`src/rtl/ps2_hex_entry_if.sv`:
```
// Scan-byte input and display/operand outputs of ps2_hex_entry.
// master: keyboard/consumer side; slave: ps2_hex_entry itself.
interface ps2_hex_entry_if #(
    parameter int W = 16
);
    logic [7:0]   scan_code;
    logic         scan_valid;
    logic [W-1:0] displayed_number;
    logic         display_sel;
    logic         dp;
    logic [W-1:0] operand;
    logic         operand_valid;
    logic [2:0]   digit_count;
    logic         overflow;

    modport master (
        output scan_code, scan_valid,
        input  displayed_number, display_sel, dp,
        input  operand, operand_valid, digit_count, overflow
    );

    modport slave (
        input  scan_code, scan_valid,
        output displayed_number, display_sel, dp,
        output operand, operand_valid, digit_count, overflow
    );
endinterface

```
`src/rtl/ps2_hex_entry.sv`:
```
// PS/2 set-2 scan codes -> hex operand entry (digits, backspace, esc, enter).
// Ports: clk, reset (sync, active high), bus (ps2_hex_entry_if.slave).
module ps2_hex_entry #(
    parameter int MAX_DIGITS = 4,
    parameter int KEYPAD_EN  = 1
) (
    input logic            clk,
    input logic            reset,
    ps2_hex_entry_if.slave bus
);
    localparam int W = 4 * MAX_DIGITS;

    typedef enum logic [1:0] {IDLE, BRK, EXT, EXT_BRK} state_t;
    typedef enum logic [2:0] {K_NONE, K_DIGIT, K_BKSP, K_ENTER, K_ESC} key_t;

    state_t       state, state_n;
    key_t         key;
    logic [3:0]   kd;
    logic         make;
    logic         boot;
    logic [W-1:0] value, value_n;
    logic [2:0]   count, count_n;
    logic         fresh, fresh_n;
    logic [W-1:0] disp, disp_n;
    logic         sel, sel_n;
    logic [W-1:0] op, op_n;
    logic         opv, opv_n;
    logic         ovf, ovf_n;

    always_ff @(posedge clk) begin
        if (reset) begin
            state <= IDLE;
            boot  <= 1'b1;
            value <= '0;
            count <= '0;
            fresh <= 1'b0;
            disp  <= '0;
            sel   <= 1'b0;
            op    <= '0;
            opv   <= 1'b0;
            ovf   <= 1'b0;
        end else begin
            state <= state_n;
            boot  <= 1'b0;
            value <= value_n;
            count <= count_n;
            fresh <= fresh_n;
            disp  <= disp_n;
            sel   <= sel_n;
            op    <= op_n;
            opv   <= opv_n;
            ovf   <= ovf_n;
        end
    end

    // Prefix tracking and make-code decode
    always_comb begin
        state_n = state;
        make    = 1'b0;
        key     = K_NONE;
        kd      = 4'h0;
        if (bus.scan_valid) begin
            unique case (state)
                IDLE: begin
                    if (bus.scan_code == 8'hF0)
                        state_n = BRK;
                    else if (bus.scan_code == 8'hE0)
                        state_n = EXT;
                    else
                        make = 1'b1;
                end
                BRK: state_n = IDLE;
                EXT: begin
                    if (bus.scan_code == 8'hF0) begin
                        state_n = EXT_BRK;
                    end else begin
                        state_n = IDLE;
                        if (bus.scan_code == 8'h5A)
                            key = K_ENTER;
                    end
                end
                EXT_BRK: state_n = IDLE;
            endcase
        end
        if (make) begin
            key = K_DIGIT;
            case (bus.scan_code)
                8'h45: kd = 4'h0;
                8'h16: kd = 4'h1;
                8'h1E: kd = 4'h2;
                8'h26: kd = 4'h3;
                8'h25: kd = 4'h4;
                8'h2E: kd = 4'h5;
                8'h36: kd = 4'h6;
                8'h3D: kd = 4'h7;
                8'h3E: kd = 4'h8;
                8'h46: kd = 4'h9;
                8'h1C: kd = 4'hA;
                8'h32: kd = 4'hB;
                8'h21: kd = 4'hC;
                8'h23: kd = 4'hD;
                8'h24: kd = 4'hE;
                8'h2B: kd = 4'hF;
                8'h70: kd = 4'h0;
                8'h69: kd = 4'h1;
                8'h72: kd = 4'h2;
                8'h7A: kd = 4'h3;
                8'h6B: kd = 4'h4;
                8'h73: kd = 4'h5;
                8'h74: kd = 4'h6;
                8'h6C: kd = 4'h7;
                8'h75: kd = 4'h8;
                8'h7D: kd = 4'h9;
                8'h66: key = K_BKSP;
                8'h5A: key = K_ENTER;
                8'h76: key = K_ESC;
                default: key = K_NONE;
            endcase
            // keypad block is 0x69..0x7D; none of the main keys live there
            if (KEYPAD_EN == 0 && key == K_DIGIT &&
                bus.scan_code >= 8'h69 && bus.scan_code <= 8'h7D)
                key = K_NONE;
        end
    end

    // Entry buffer update; the post-reset load rides on boot
    always_comb begin
        value_n = value;
        count_n = count;
        fresh_n = fresh;
        disp_n  = disp;
        sel_n   = boot;
        op_n    = op;
        opv_n   = 1'b0;
        ovf_n   = 1'b0;
        case (key)
            K_DIGIT: begin
                if (fresh) begin
                    value_n = {{(W-4){1'b0}}, kd};
                    count_n = 3'd1;
                    fresh_n = 1'b0;
                    sel_n   = 1'b1;
                end else if (count < 3'(MAX_DIGITS)) begin
                    value_n = {value[W-5:0], kd};
                    count_n = count + 3'd1;
                    sel_n   = 1'b1;
                end else begin
                    ovf_n = 1'b1;
                end
                disp_n = value_n;
            end
            K_BKSP, K_ESC: begin
                // backspace right after a commit clears like Esc
                if (key == K_ESC || fresh) begin
                    value_n = '0;
                    count_n = '0;
                    fresh_n = 1'b0;
                    disp_n  = '0;
                    sel_n   = 1'b1;
                end else if (count != 3'd0) begin
                    value_n = value >> 4;
                    count_n = count - 3'd1;
                    disp_n  = value_n;
                    sel_n   = 1'b1;
                end
            end
            K_ENTER: begin
                op_n    = value;
                opv_n   = 1'b1;
                fresh_n = 1'b1;
                count_n = '0;
            end
            default: ;
        endcase
    end

    assign bus.displayed_number = disp;
    assign bus.display_sel      = sel;
    assign bus.dp               = fresh;
    assign bus.operand          = op;
    assign bus.operand_valid    = opv;
    assign bus.digit_count      = count;
    assign bus.overflow         = ovf;
endmodule

```
`src/flat_wrapper.sv`:
```
// flat-port wrapper written by rule: the top's interface ports become plain ports
module ps2_hex_entry_flat 
#(
    parameter int MAX_DIGITS = 4,
    parameter int KEYPAD_EN  = 1
)
  (clk, reset, bus_scan_code, bus_scan_valid, bus_displayed_number, bus_display_sel, bus_dp, bus_operand, bus_operand_valid, bus_digit_count, bus_overflow);
  ps2_hex_entry_if #(.W(16)) bus_i ();
  input logic clk;
  input logic reset;
  input wire logic [$bits(bus_i.scan_code)-1:0] bus_scan_code;
  input wire logic [$bits(bus_i.scan_valid)-1:0] bus_scan_valid;
  output wire logic [$bits(bus_i.displayed_number)-1:0] bus_displayed_number;
  output wire logic [$bits(bus_i.display_sel)-1:0] bus_display_sel;
  output wire logic [$bits(bus_i.dp)-1:0] bus_dp;
  output wire logic [$bits(bus_i.operand)-1:0] bus_operand;
  output wire logic [$bits(bus_i.operand_valid)-1:0] bus_operand_valid;
  output wire logic [$bits(bus_i.digit_count)-1:0] bus_digit_count;
  output wire logic [$bits(bus_i.overflow)-1:0] bus_overflow;
  assign bus_i.scan_code = bus_scan_code;
  assign bus_i.scan_valid = bus_scan_valid;
  assign bus_displayed_number = bus_i.displayed_number;
  assign bus_display_sel = bus_i.display_sel;
  assign bus_dp = bus_i.dp;
  assign bus_operand = bus_i.operand;
  assign bus_operand_valid = bus_i.operand_valid;
  assign bus_digit_count = bus_i.digit_count;
  assign bus_overflow = bus_i.overflow;
  ps2_hex_entry #(.MAX_DIGITS(MAX_DIGITS), .KEYPAD_EN(KEYPAD_EN)) u_core (.clk(clk), .reset(reset), .bus(bus_i));
endmodule
```
`config.mk`:
```
export PLATFORM = sky130hd
export DESIGN_NAME = ps2_hex_entry_flat
export DESIGN_NICKNAME = d
export VERILOG_FILES = /design/src/rtl/ps2_hex_entry_if.sv /design/src/rtl/ps2_hex_entry.sv /design/src/flat_wrapper.sv
export SDC_FILE = /design/constraint.sdc
export NUM_CORES = 1
export LEC_CHECK = 0
export ABC_AREA = 1
export BUFFER_PORTS_ARGS = -buffer_cell sky130_fd_sc_hd__buf_2
export CORE_MARGIN = 1.5
export CORE_UTILIZATION = 39
export DETAILED_ROUTE_END_ITERATION = 7
export PLACE_DENSITY_LB_ADDON = 0.3
export SLEW_MARGIN = 20
export SYNTH_ARGS = -nofsm -noshare
export SYNTH_HDL_FRONTEND = slang
export SYNTH_SLANG_ARGS = --single-unit
```
`constraint.sdc`:
```
create_clock -name clk -period 2.8 [get_ports clk]
set_clock_uncertainty 0.05 [all_clocks]
set_input_delay 0.56 -clock clk [delete_from_list [all_inputs] [get_ports clk]]
set_output_delay 0.56 -clock clk [all_outputs]
set_load 0.01 [all_outputs]
```
======== After elaboration in Yosys (flattened, before gate mapping) ========
Index checks and enable logic that the tools add are counted.
storage, ports and cells
  flip-flop bits (word level) ............. 42
  word-level logic and storage cells ...... 113
cells by class
  add/sub/neg operators ................... 2
  order comparisons ....................... 1
  eq/ne operators ......................... 42
  muxes and demuxes ....................... 36
  bitwise operators ....................... 1
  reductions and logical operators ........ 22
operators with widths
  operator                                                                 number
  8-bit by 7-bit == test with 1-bit output, second input constant          15
  8-bit by 6-bit == test with 1-bit output, second input constant          11
  16-bit two-way mux                                                       4
  4-bit case mux with 15 select lines                                      1
  16-bit case mux with 2 select lines                                      1
  26-bit OR reduction                                                      1
  8-bit by 5-bit == test with 1-bit output, second input constant          3
  3-bit two-way mux                                                        8
  2-bit OR reduction                                                       11
  8-bit == test, second input constant                                     2
  1-bit two-way mux                                                        12
  3-bit case mux with 4 select lines                                       1
  3-bit by 1-bit inequality test with 1-bit output, second input constant  3
  3-bit case mux with 3 select lines                                       1
  2-bit two-way mux                                                        4
  3-bit by 2-bit == test with 1-bit output, second input constant          2
  2-bit case mux with 3 select lines                                       1
  3-bit AND reduction                                                      2
  3-bit nonzero test                                                       2
  2-bit == test, second input constant                                     2
  4-bit two-way mux                                                        1
  2-bit AND reduction                                                      2
  3-bit by 1-bit adder with 3-bit output, second input constant            1
  3-bit by 1-bit == test with 1-bit output, second input constant          1
  12 further kinds                                                         12

======== Longest topological paths before layout ========
  word-level depth ........................ 10
  mapped depth ............................ 16
  gate-level depth less buffers ........... 15

======== Least setup slack after synthesis ========
Ideal clock, no wire load.
  kind .................................... input to register
  start ................................... input port bus_scan_code[7]
  end ..................................... register u_core.value[10]
  setup time .............................. 0.113 ns
  arrival ................................. 2.010 ns
  data required time ...................... 2.637 ns
  slack ................................... 0.628 ns
  stages .................................. 15
  buffers on the path ..................... 1
  cells stage by stage .................... inv_1 nand2_1 nor2_4 nand2_1 nand2_1 nor2_1 nand2_1 nor2_1 nand3_1 nand3_1 nand2_2 nand3_4 buf_4 nor2_1 nor2_1
on the way
  cells in the longest elaborated chain, start to end .. 10
  elaborated cells between the ends (all ways) .. 53
  those cells by class .................... eq/ne (36); mux (12); reduce/logical (5)
RTL lines
  item                                                                                         line                                        RTL
  start: declaration                                                                           flat_wrapper.sv:11                          input wire logic [$bits(bus_i.scan_code)-1:0] bus_scan_code;
  parallel branches: the longest is 5 deep, another holds 26-bit OR reduction                  -
  3-bit two-way mux *                                                                          ps2_hex_entry.sv:85                         if (make) begin
  3-bit by 2-bit == test with 1-bit output / 3-bit == test (equally long branches)             ps2_hex_entry.sv:136, ps2_hex_entry.sv:154
  2-bit OR reduction / 1-bit logical OR (equally long branches)                                ps2_hex_entry.sv:136, ps2_hex_entry.sv:154
  3-bit by 1-bit inequality test with 1-bit output (no line), or another cell as far along     -
  3-bit AND reduction (no line) / 16-bit case mux with 2 select lines (equally long branches)  -
  end signal: assignment                                                                       ps2_hex_entry.sv:45                         value <= value_n;
  end: declaration                                                                             ps2_hex_entry.sv:21                         logic [W-1:0] value, value_n;
Mark *: on every way between the ends.
A chain may end at the register's enable or synchronous reset.

======== Worst setup path after layout ========
  start ................................... input port bus_scan_code[7]
  end ..................................... register u_core.value[13]
Same word-level chain as after synthesis.

==> results.cfg <==
[run_status]
status = complete, no violations

[worst_setup_path]
required_ns = 2.95
worst_setup_path_start_kind = input port
path_buf_inv = 2
r2r.worst_path.cells = 13
slowest_delay_ns = 0.36
crit_family = simple AND/OR/NAND/NOR gates
worstPathArrival_ns = 2.49
worstSetupPathType = in2reg
cp_cell_sequence = buf_2 > inv_1 > nand2_1 > nor2_4 > nand2_1 > nand2_1 > nor2_1 > nand2_1 > nor2_1 > nand3_1 > nand4_2 > nand3_4 > nand2_1 > nand2_1 > nor2_1
slowest_stage = nand3_4
cp-end-kind = flip-flop
worst-path-stages = 15
crit_fanout = 28
cpMostUsedCell = nand2_1

[global_routing]
grt_usage = 0.197
grt_max_degree = 38
grt.overflow.total = 0
grt_pass1_vias = 2259
grt_pass1_wl_mm = 10.4
antenna_found_initial = 0

[hold_path]
min_path_cells = 1
hold_class = in2reg

[route]
drt_iter0_markers = 95
drt-wirelength-per-cell_um = 12.2
antenna_left = 0
wl_mm = 6.40
drc = 0
vias_per_cell = 4.89
drt_first_pass_iters = 4
vias = 2559

[synth]
synth-edff-count = 0
synth_fp_nets = 408
synth_top_flop_cell = dfxtp_1
netlist_area_sq_um = 2450
synth-seq-cells = 42
synthDistinctLibCells = 33
synthCells = 394
synth.top_cell.area_share = 0.343
synth_top_area_cell = dfxtp_1
synth_seq_area_share = 0.343
synth_area_per_cell_sq_um = 6.22
synth-async-reset-ratio = 0
yosys_warnings = 0
synth_area_leaders = dfxtp_1 34%, nand2_1 17%, nor2_1 12%

[pwr]
max-vdd-ir-drop_mv = 0.319
power.density_nw_per_um2 = 471
cellLeakagePower_nw = 1.56

[placed_design]
dpl.hpwl_mm = 4.85
io_buffers = 49
gp_congestion = 0.876

[sta]
max_freq_mhz = 427
layout_min_cycle_time_ns = 2.34
setup_tns_ns = 0
setup_violations = 0
period_share = 0.836
hold_violations = 0
grt_setup_unrepaired = false
relSlewSlack = 0.662
tightest_slew_ns = 0.494
drv_slew = 0

[cells_and_area]
layout_commonest_cell = nand2_1
drive_gt1_frac = 0.188
layout.nets = 461
n_antenna_cell = 0
post-route-util = 0.484
final_cell_mix = 108 x nand2_1, 81 x nor2_1, 49 x buf_2
synthToLayoutAreaGrowth_pct = 18.3

[die]
core_area_sq_um = 5990
die_w_um = 82.3
ios = 50
die-area_sq_um = 6770
die_h_um = 82.3
initial_core_util = 0.409
num_rows = 28

[clock_tree]
clk_transition_reported_paths_ns = 0.08
root_buffer = clkbuf_8
postCtsSetupBuffers = 0
hold_buffers = 0
clk_latency_ns = 0.30
clockBufferDepth = 2
htree_levels = 2
cts_tree = yes
cts_resized = 0
numCtsBuffers = 5
cts.sinks = 42

[run]
drv_cap = 0
-- report_power, final --
group          internal (mW)  switching, mW
Sequential             0.623         0.0186
Combinational         0.0805          0.152
Clock                  0.267          0.224
Total                  0.971          0.395
-- registers in the layout, indices dropped and copies added, names as in the netlist --
register,count
u_core.bus.operand,16
u_core.value,16
u_core.bus.digit_count,3
u_core.state,2
u_core.boot,1
u_core.bus.display_sel,1
u_core.bus.dp,1
u_core.bus.operand_valid,1
u_core.bus.overflow,1
-- final cells by class --
type	instances	area, sq um
Timing Repair Buffer	54	283
Inverter	46	173
Sequential cell	42	841
Clock inverter	3	43.8
Multi-Input combinational cell	298	1400
Tap cell	75	93.8
Clock buffer	5	68.8
Fill cell	634	3090
-- metrics by stage --
step | worst slack [ns] | hold WS (ns) | cell area (sq um) | cells | power [mW]
6_report | 0.459 | 0.407 | 2900 | 523 | 1.37
5_1_grt | 0.214 | 0.409 | 2900 | 523 | 1.44
4_1_cts | 0.476 | 0.401 | 2900 | 523 | 1.38
3_5_place_dp | 0.163 | 0.431 | 2790 | 515 | 0.888
3_3_place_gp | 0.170 | 0.422 | 2790 | 515 | 0.886
2_1_floorplan | 0.628 | 0.402 | 2450 | 394 | 0.817
-- cells by family after synthesis --
kind of cell	after synthesis	share of synthesized area
simple gates	231	0.409
compound gates	63	0.142
buf+inv	54	0.0872
flops	42	0.343
fa+ha+maj	3	0.0153
xor+xnor	1	0.00357
-- path summary, 6_finish.rpt --
path / from / endpoint / slack (ns)
max reg2reg: u_core.state[0] / u_core.value[13] / 0.69
min reg2reg: u_core.state[0] / u_core.state[0] / 0.44
max: bus_scan_code[7] / u_core.value[13] / 0.46
min: reset / u_core.boot / 0.41
-- cells in the mapped netlist (2+ instances only) --
cell      number
nand2_1      108
nor2_2         5
inv_1         42
a21oi_1       24
o22ai_1        7
nor2_1        81
o21ai_0       24
ha_1           3
nand4_1       10
nor2_4         2
dfxtp_1       42
inv_2          3
clkbuf_1       6
nand3_1        8
nor3_1         5
nand2_2        7
-- routing by layer --
metal | GRT usage | wire [um]
met1 | 0.263 | 3060
met4 | 0.0627 | 102
met3 | 0.0286 | 266
met5 | 0 | 0
met2 | 0.324 | 2970
(Power assumes the default switching activity.)
